<file path="src/rtl/cpu_loader_pkg.sv">
// cpu_loader_pkg
// Shared definitions for the program loader: FSM state encoding, header
// field positions and the maximum frame length.
package cpu_loader_pkg;

    // FSM state encoding
    localparam logic [2:0] ST_HDR     = 3'd0;
    localparam logic [2:0] ST_LOAD    = 3'd1;
    localparam logic [2:0] ST_RELEASE = 3'd2;
    localparam logic [2:0] ST_RUN     = 3'd3;
    localparam logic [2:0] ST_FINISH  = 3'd4;

    // Header word layout
    localparam int HDR_TGT     = 15;  // 0 = imem, 1 = dmem
    localparam int HDR_LAST    = 14;  // final frame of the program
    localparam int HDR_LEN_HI  = 13;  // len_m1 field
    localparam int HDR_LEN_LO  = 8;
    localparam int HDR_BASE_HI = 7;   // base address field
    localparam int HDR_BASE_LO = 0;

    localparam int MAX_LEN = 64;
    localparam int LEN_W   = $clog2(MAX_LEN);

endpackage

</file>
<file path="src/rtl/cpu_loader.sv">
// cpu_loader
// Program loader in front of Single_Cycle_CPU. Accepts framed 16-bit words
// over valid/ready, writes payload into imem/dmem via the ex_* ports, then
// releases the CPU from reset, counts run cycles until flag_done (or a
// timeout), and puts the CPU back in reset.
//
// Ports:
//   clk_i, rst_i           clock, synchronous active-high reset
//   s_valid/s_ready/s_data word stream (header or payload)
//   ex_iwe/iaddr/idata     imem write port
//   ex_dwe/daddr/ddata     dmem write port
//   cpu_rst_n              CPU reset, low = held in reset
//   flag_done              CPU halted
//   busy                   any state other than HDR
//   done                   one-cycle pulse at end of a successful run
//   err                    sticky timeout flag, cleared by the next header
//   run_cycles             cycles of the last run, saturating
module cpu_loader
    import cpu_loader_pkg::*;
#(
    parameter logic [15:0] TIMEOUT = 16'hFFFF
) (
    input  logic        clk_i,
    input  logic        rst_i,
    input  logic        s_valid,
    output logic        s_ready,
    input  logic [15:0] s_data,
    output logic        ex_iwe,
    output logic [7:0]  ex_iaddr,
    output logic [15:0] ex_idata,
    output logic        ex_dwe,
    output logic [7:0]  ex_daddr,
    output logic [15:0] ex_ddata,
    output logic        cpu_rst_n,
    input  logic        flag_done,
    output logic        busy,
    output logic        done,
    output logic        err,
    output logic [15:0] run_cycles
);

    logic [2:0]       state, state_nx;
    logic             tgt, last;
    logic [LEN_W-1:0] cnt;
    logic [7:0]       addr;
    logic             acc;
    logic             timeout_hit;

    assign acc         = s_valid && s_ready;
    // flag_done wins over the timeout when both land on the same edge
    assign timeout_hit = !flag_done && (run_cycles == TIMEOUT - 16'd1);

    assign busy      = (state != ST_HDR);
    assign cpu_rst_n = (state == ST_RUN);
    assign done      = (state == ST_FINISH) && !err;

    always_comb begin
        state_nx = state;
        case (state)
            ST_HDR:     if (acc) state_nx = ST_LOAD;
            ST_LOAD:    if (acc && cnt == '0) state_nx = last ? ST_RELEASE : ST_HDR;
            ST_RELEASE: state_nx = ST_RUN;
            ST_RUN:     if (flag_done || timeout_hit) state_nx = ST_FINISH;
            ST_FINISH:  state_nx = ST_HDR;
            default:    state_nx = ST_HDR;
        endcase
    end

    always_ff @(posedge clk_i) begin
        if (rst_i) begin
            state      <= ST_HDR;
            s_ready    <= 1'b0;
            tgt        <= 1'b0;
            last       <= 1'b0;
            cnt        <= '0;
            addr       <= '0;
            ex_iwe     <= 1'b0;
            ex_iaddr   <= '0;
            ex_idata   <= '0;
            ex_dwe     <= 1'b0;
            ex_daddr   <= '0;
            ex_ddata   <= '0;
            err        <= 1'b0;
            run_cycles <= '0;
        end else begin
            state   <= state_nx;
            // Registered from the next state, so it tracks the current state
            // except for the first cycle out of reset, where it stays low.
            s_ready <= (state_nx == ST_HDR) || (state_nx == ST_LOAD);
            ex_iwe  <= 1'b0;
            ex_dwe  <= 1'b0;
            case (state)
                ST_HDR: if (acc) begin
                    tgt  <= s_data[HDR_TGT];
                    last <= s_data[HDR_LAST];
                    cnt  <= s_data[HDR_LEN_HI:HDR_LEN_LO];
                    addr <= s_data[HDR_BASE_HI:HDR_BASE_LO];
                    err  <= 1'b0;
                end
                ST_LOAD: if (acc) begin
                    addr <= addr + 8'd1;   // wraps FFh -> 00h
                    cnt  <= cnt - 1'b1;
                    if (tgt) begin
                        ex_dwe   <= 1'b1;
                        ex_daddr <= addr;
                        ex_ddata <= s_data;
                    end else begin
                        ex_iwe   <= 1'b1;
                        ex_iaddr <= addr;
                        ex_idata <= s_data;
                    end
                end
                ST_RELEASE: run_cycles <= '0;
                ST_RUN: begin
                    if (run_cycles != 16'hFFFF) run_cycles <= run_cycles + 16'd1;
                    if (timeout_hit) err <= 1'b1;
                end
                default: ;
            endcase
        end
    end

endmodule

</file>
<file path="config.mk">
export PLATFORM = sky130hd
export DESIGN_NAME = cpu_loader
export DESIGN_NICKNAME = d
export VERILOG_FILES = /design/src/rtl/cpu_loader_pkg.sv /design/src/rtl/cpu_loader.sv
export SDC_FILE = /design/constraint.sdc
export NUM_CORES = 1
export LEC_CHECK = 0
export CORE_AREA = 5 5 89 91
export CTS_BUF_LIST = sky130_fd_sc_hd__clkbuf_4
export DETAILED_ROUTE_END_ITERATION = 7
export DIE_AREA = 0 0 94 96
export HOLD_SLACK_MARGIN = 0.03
export PLACE_DENSITY = 0.85
export SETUP_SLACK_MARGIN = 0.3
export SYNTH_ARGS = -nofsm -noshare
export SYNTH_HDL_FRONTEND = slang
export SYNTH_SLANG_ARGS = --single-unit
</file>
<file path="constraint.sdc">
create_clock -name clk_i -period 3.5 [get_ports clk_i]
set_clock_uncertainty 0.1 [all_clocks]
set_input_delay 0.525 -clock clk_i [delete_from_list [all_inputs] [get_ports clk_i]]
set_output_delay 0.525 -clock clk_i [all_outputs]
set_load 0.1 [all_outputs]
</file>
# After elaboration in Yosys (flattened, before gate mapping)
# Index checks and enable logic that the tools add are counted.
op_classes:
  add_sub_neg: 3
  n_eq_ne: 11
  n_mux: 18
  n_bitwise: 3
  reduce_logical: 22
ops:
  columns: ["op", "n"]
  rows:
  - ["16-bit one-hot mux with 2 select lines", 1]
  - ["16-bit by 1-bit adder with 16-bit output (second input constant)", 1]
  - ["16-bit equality test (second input constant)", 1]
  - ["16-bit two-way mux", 1]
  - ["8-bit two-way mux", 2]
  - ["16-bit inequality test (second input constant)", 1]
  - ["8-bit one-hot mux with 2 select lines", 1]
  - ["6-bit two-way mux", 2]
  - ["3-bit one-hot mux with 4 select lines", 1]
  - ["6-bit one-hot mux with 2 select lines", 1]
  - ["3-bit AND reduction", 4]
  - ["3-bit two-way mux", 3]
  - ["8-bit by 1-bit adder with 8-bit output (second input constant)", 1]
  - ["3-bit by 1-bit equality test with 1-bit output (second input constant)", 2]
  - ["3-bit by 2-bit equality test with 1-bit output (second input constant)", 2]
  - ["3-bit zero test", 2]
  - ["6-bit zero test", 1]
  - ["2-bit nonzero test", 3]
  - ["6-bit by 1-bit subtractor with 6-bit output (second input constant)", 1]
  - ["1-bit logical AND", 4]
  - ["1-bit two-way mux", 4]
  - ["2-bit by 1-bit inequality test with 1-bit output (second input constant)", 2]
  - ["2-bit inequality test (second input constant)", 2]
  - ["2-bit AND reduction", 2]
  - ["other kinds (8)", 12]
totals:
  reg_bits: 87
  in_bits: 20
  output_inout_bits: 71
  elab_cells: 71

# Logic depth before layout (Yosys ltp)
depth:
  ltp_word: 7
  depth_mapped: 7
  ltp_nobuf: 6

# Worst setup path after synthesis
# No wires, ideal clock.
synth_path:
  path_kind: "reg-to-output"
  startpoint: "register err"
  endpoint: "output port done"
  arrival_time_ns: 3.919
  t_required_ns: 2.875
  setup_slack_ns: -1.044
  stages_incl_launch_ff: 2
  n_path_buf: 0
  path_cell_list: "dfxtp_1 nor4b_1"
synth_via:
  elab_chain_cells: 2
synth_rtl:
  columns: ["element", "line", "rtl"]
  rows:
  - ["from (decl)", "cpu_loader.sv:38", "output logic err,"]
  - ["from (signal assigned)", "cpu_loader.sv:83", "err <= 1'b0;"]
  - ["from (signal assigned)", "cpu_loader.sv:98", "err <= 1'b0;"]
  - ["from (signal assigned)", "cpu_loader.sv:116", "if (timeout_hit) err <= 1'b1;"]
  - ["1-bit zero test", "cpu_loader.sv:55", "assign done = (state == ST_FINISH) && !err;"]
  - ["1-bit logical AND", "cpu_loader.sv:55", null]
  - ["to (decl)", "cpu_loader.sv:37", "output logic done,"]
# No other way between the ends.

# Final worst setup path
layout_path:
  startpoint: "register run_cycles[2]"
  endpoint: "output port run_cycles[2]"
layout_rtl:
  columns: ["element", "line", "rtl"]
  rows:
  - ["from (decl)", "cpu_loader.sv:39", "output logic [15:0] run_cycles"]
  - ["from (signal assigned)", "cpu_loader.sv:115", "if (run_cycles != 16'hFFFF) run_cycles <= run_cycles + 16'd1;"]
# No word-level cell between the ends.

==> results by group <==
Hold path
  – Hold Crit Class: flop to flop

Critical path
  – Critical path class: flop to primary output
  – Worst path cell trace: clkdlybuf4s50_1
  – Nature of the critical path startpoint: flop
  – Crit end category: primary output
  – Crit-path max FO: 8
  – Crit path buf inv count: 1
  – Slowest CP cell: clkdlybuf4s50_1
  – Critical path arrival: 2.09 ns
  – Worst EP required: 2.87 ns
  – CP peak stage delay: between 1 and 1.5 ns
  – Crit path max-delay family: buffers and inverters

Drt
  – Drt pass-1 iters: 5
  – Detailed Route WL: 9960 µm
  – # DRC: 0
  – Routed WL per cell: 15.6 µm
  – DRT antenna net count: 0
  – Routed vias/inst: approximately 5.7
  – Initial DRC count: 234
  – Via count: between 3k and 4k

Global routing
  – GRT Total Usage: 22.4%
  – GR peak layer: met2
  – Grt total ovfl: 0
  – Met3 GRT Util: 4.07%
  – GR Util met2: a little under two fifths
  – First-pass GRT wire length: 16100 µm
  – Vias in the first global route: 3368
  – Met1 Usage GRT: 28.6%
  – Largest net degree at the start of global routing: 45
  – Initial antenna violation count: 0

Synth
  – Post-synthesis cell count: 458
  – Synth Cell Area: 3700 µm²
  – Main combinational cell family by area after synthesis: simple AND/OR/NAND/NOR gates
  – Mapped Avg Cell Area: 8.09 µm²
  – Ys async rst share: 0%
  – EDFF count, synth: 0
  – Proportion of synthesized area in mux cells: 0%
  – Cell variety after synth: 49
  – Simple-gate share of the synthesized area: 25.4%
  – Syn. warnings: 0
  – Post-Synth Adder-Cell Area: 1.69%
  – Syn nets: 483
  – Complex-gate fraction of the synthesized area: 20.3%
  – Most used DFF post-synth: dfxtp_1
  – Sequential fraction of the synthesis area: 47.0%
  – Synth Register Bits: 87
  – Xor/xnor cell area share of the yosys netlist: less than 1%

STA
  – Slew HR: 33.9%
  – Worst-margin pin slew: 0.989 ns
  – Min Hold Slack: 0.362 ns
  – Highest Clock Rate: 368 MHz
  – Final setup viols: 0
  – Fin worst setup slack: 0.781 ns
  – RSZ-0062 raised after global routing: false
  – Minimum clock period: 2.72 ns
  – Fin. Hold Viols: 0
  – Post-route setup TNS: 0 ns
  – Slew Viols, Final: 0
  – Period utilization: 77.7%

Floorplan
  – Die footprint: between 9000 and 10000 µm²
  – Core Area: 7060 µm²
  – Initial Util: between 50 and 60%
  – Die height: 96 µm
  – Die Span X: 94 µm
  – I/O pin count: 91
  – FP Rows: 31

Clock tree
  – CTS tree: built
  – CTS root buffer: clkbuf_4
  – CTS Buffer Depth: 2
  – Clock Sinks: 87
  – Clock-pin slew on the worst setup and hold paths: around 0.13 ns
  – CTS Hold Buffers Added: 0
  – H-tree depth: 3
  – Post-CTS setup buffers: 0
  – Post-cts sizing count: 0
  – Total CTS buffers: 9
  – Worst-Skew Late Latency: 0.42 ns

Layout
  – Diode count: 0
  – Commonest non-fill, non-tap cell in the layout: nand2_1
  – Most frequent cells in the layout: nand2_1 (114), dfxtp_1 (87), clkdlybuf4s50_1 (86)
  – Fillers: approximately 600
  – Layout cells sized above 1: ~6.5%
  – Cell Count, Final, Fillers Out: roughly 640
  – Fin util: 68.0%
  – Layout area overhead: 29.7%
  – Fin nets: 559

Power
  – Max rail drop VDD: 0.000246 V
  – Pwr dens: 390 nW/µm²
  – Leak: roughly 1.6 nW

Placed design
  – Hpwl dp: 7040 µm
  – Post-Place Setup Slack: 0.764 ns
  – I/O Buffers: 90
  – Cells after DPL: 622
  – Gpl congestion: 0.859

Flow run
  – Max-cap violations: 0

Outcome
  – Status: finished clean
## flip-flops by register name, indices dropped and copies added, names as in the netlist
register    flops
ex_ddata       16
ex_idata       16
run_cycles     16
addr            8
ex_daddr        8
ex_iaddr        8
cnt             6
state           3
err             1
ex_dwe          1
ex_iwe          1
last            1
s_ready         1
tgt             1
## worst paths after layout
check,slack [ns],depth (start not counted),from,end
worst max-delay path,0.78,1,run_cycles[2],run_cycles[2]
worst min-delay path,0.36,2,ex_daddr[2],ex_daddr[2]
worst min register to register,0.36,2,ex_daddr[2],ex_daddr[2]
worst max register to register,1.14,4,state[1],ex_iaddr[7]
## metal layers
metal / vias to the layer above / wire, µm / share of wire (%)
li1: 1765 / - / -
met1: 1707 / 4410 / 44
met2: 123 / 4830 / 48
met3: 17 / 559 / 5.6
met4: 0 / 162 / 1.6
met5: - / 0 / 0
## cells by family (layout without fill, tap and decap cells)
| kind of cell | count (synthesis) | after routing |
|---|---|---|
| buffers and inverters | 43 | 124 |
| and+or+nand+nor | 191 | 191 |
| DFF | 87 | 87 |
| adders and majority gates | 5 | 5 |
| AOI/OAI and AO/OA | 129 | 129 |
| xor gates and xnor gates | 3 | 3 |
## stage by stage
stage	power, mW	area [µm²]
after detailed placement	1.24	4630
after CTS	1.89	4800
final	1.88	4800
after global placement	1.24	4630
after global routing	1.94	4800
after floorplan	1.17	3710
## area by class of cell
cell class / instances / area, µm² / share of cell area, %
clock buffer: 9 / 67.6 / 1.41
clock inverter: 7 / 101 / 2.11
inverter: 11 / 41.3 / 0.860
multi-input combinational: 328 / 1790 / 37.2
sequential: 87 / 1740 / 36.3
tap: 99 / 124 / 2.58
timing repair buffer: 97 / 941 / 19.6
## worst reg2reg max path, delay by kind of cell, from the launching register on
kind	cells	cell delay (ns)
AOI/OAI and AO/OA	1	0.08
DFF	1	0.45
and+or+nand+nor	3	1.59
## cells in the mapped netlist (2+ instances only)
cell | instances | share of area (%)
buf_2 | 10 | 1.4
a21oi_1 | 75 | 10
or3_1 | 11 | 1.9
nand4_1 | 9 | 1.5
o31ai_1 | 7 | 1.4
nand3_1 | 9 | 1.2
and3_1 | 4 | 0.68
o221ai_1 | 3 | 0.71
dfxtp_1 | 87 | 47
xor2_1 | 2 | 0.47
o21ai_0 | 21 | 2.8
or4_1 | 7 | 1.4
nor2_1 | 7 | 0.71
nor3b_1 | 5 | 1.0
clkbuf_1 | 21 | 2.1
nor4_1 | 2 | 0.34
o21ba_2 | 2 | 0.54
o21a_1 | 2 | 0.41
nor3_1 | 10 | 1.4
a221oi_1 | 4 | 0.95
ha_1 | 5 | 1.7
a211oi_1 | 5 | 1.0
nand2_1 | 114 | 12
inv_1 | 11 | 1.1
## power by group
| group | internal, mW | total (mW) | switching (mW) |
|---|---|---|---|
| logic | 0.0640 | 0.194 | 0.130 |
| clock network | 0.299 | 0.655 | 0.356 |
| registers | 1.01 | 1.03 | 0.0181 |
Note: power is estimated with default switching activity, not from simulation.
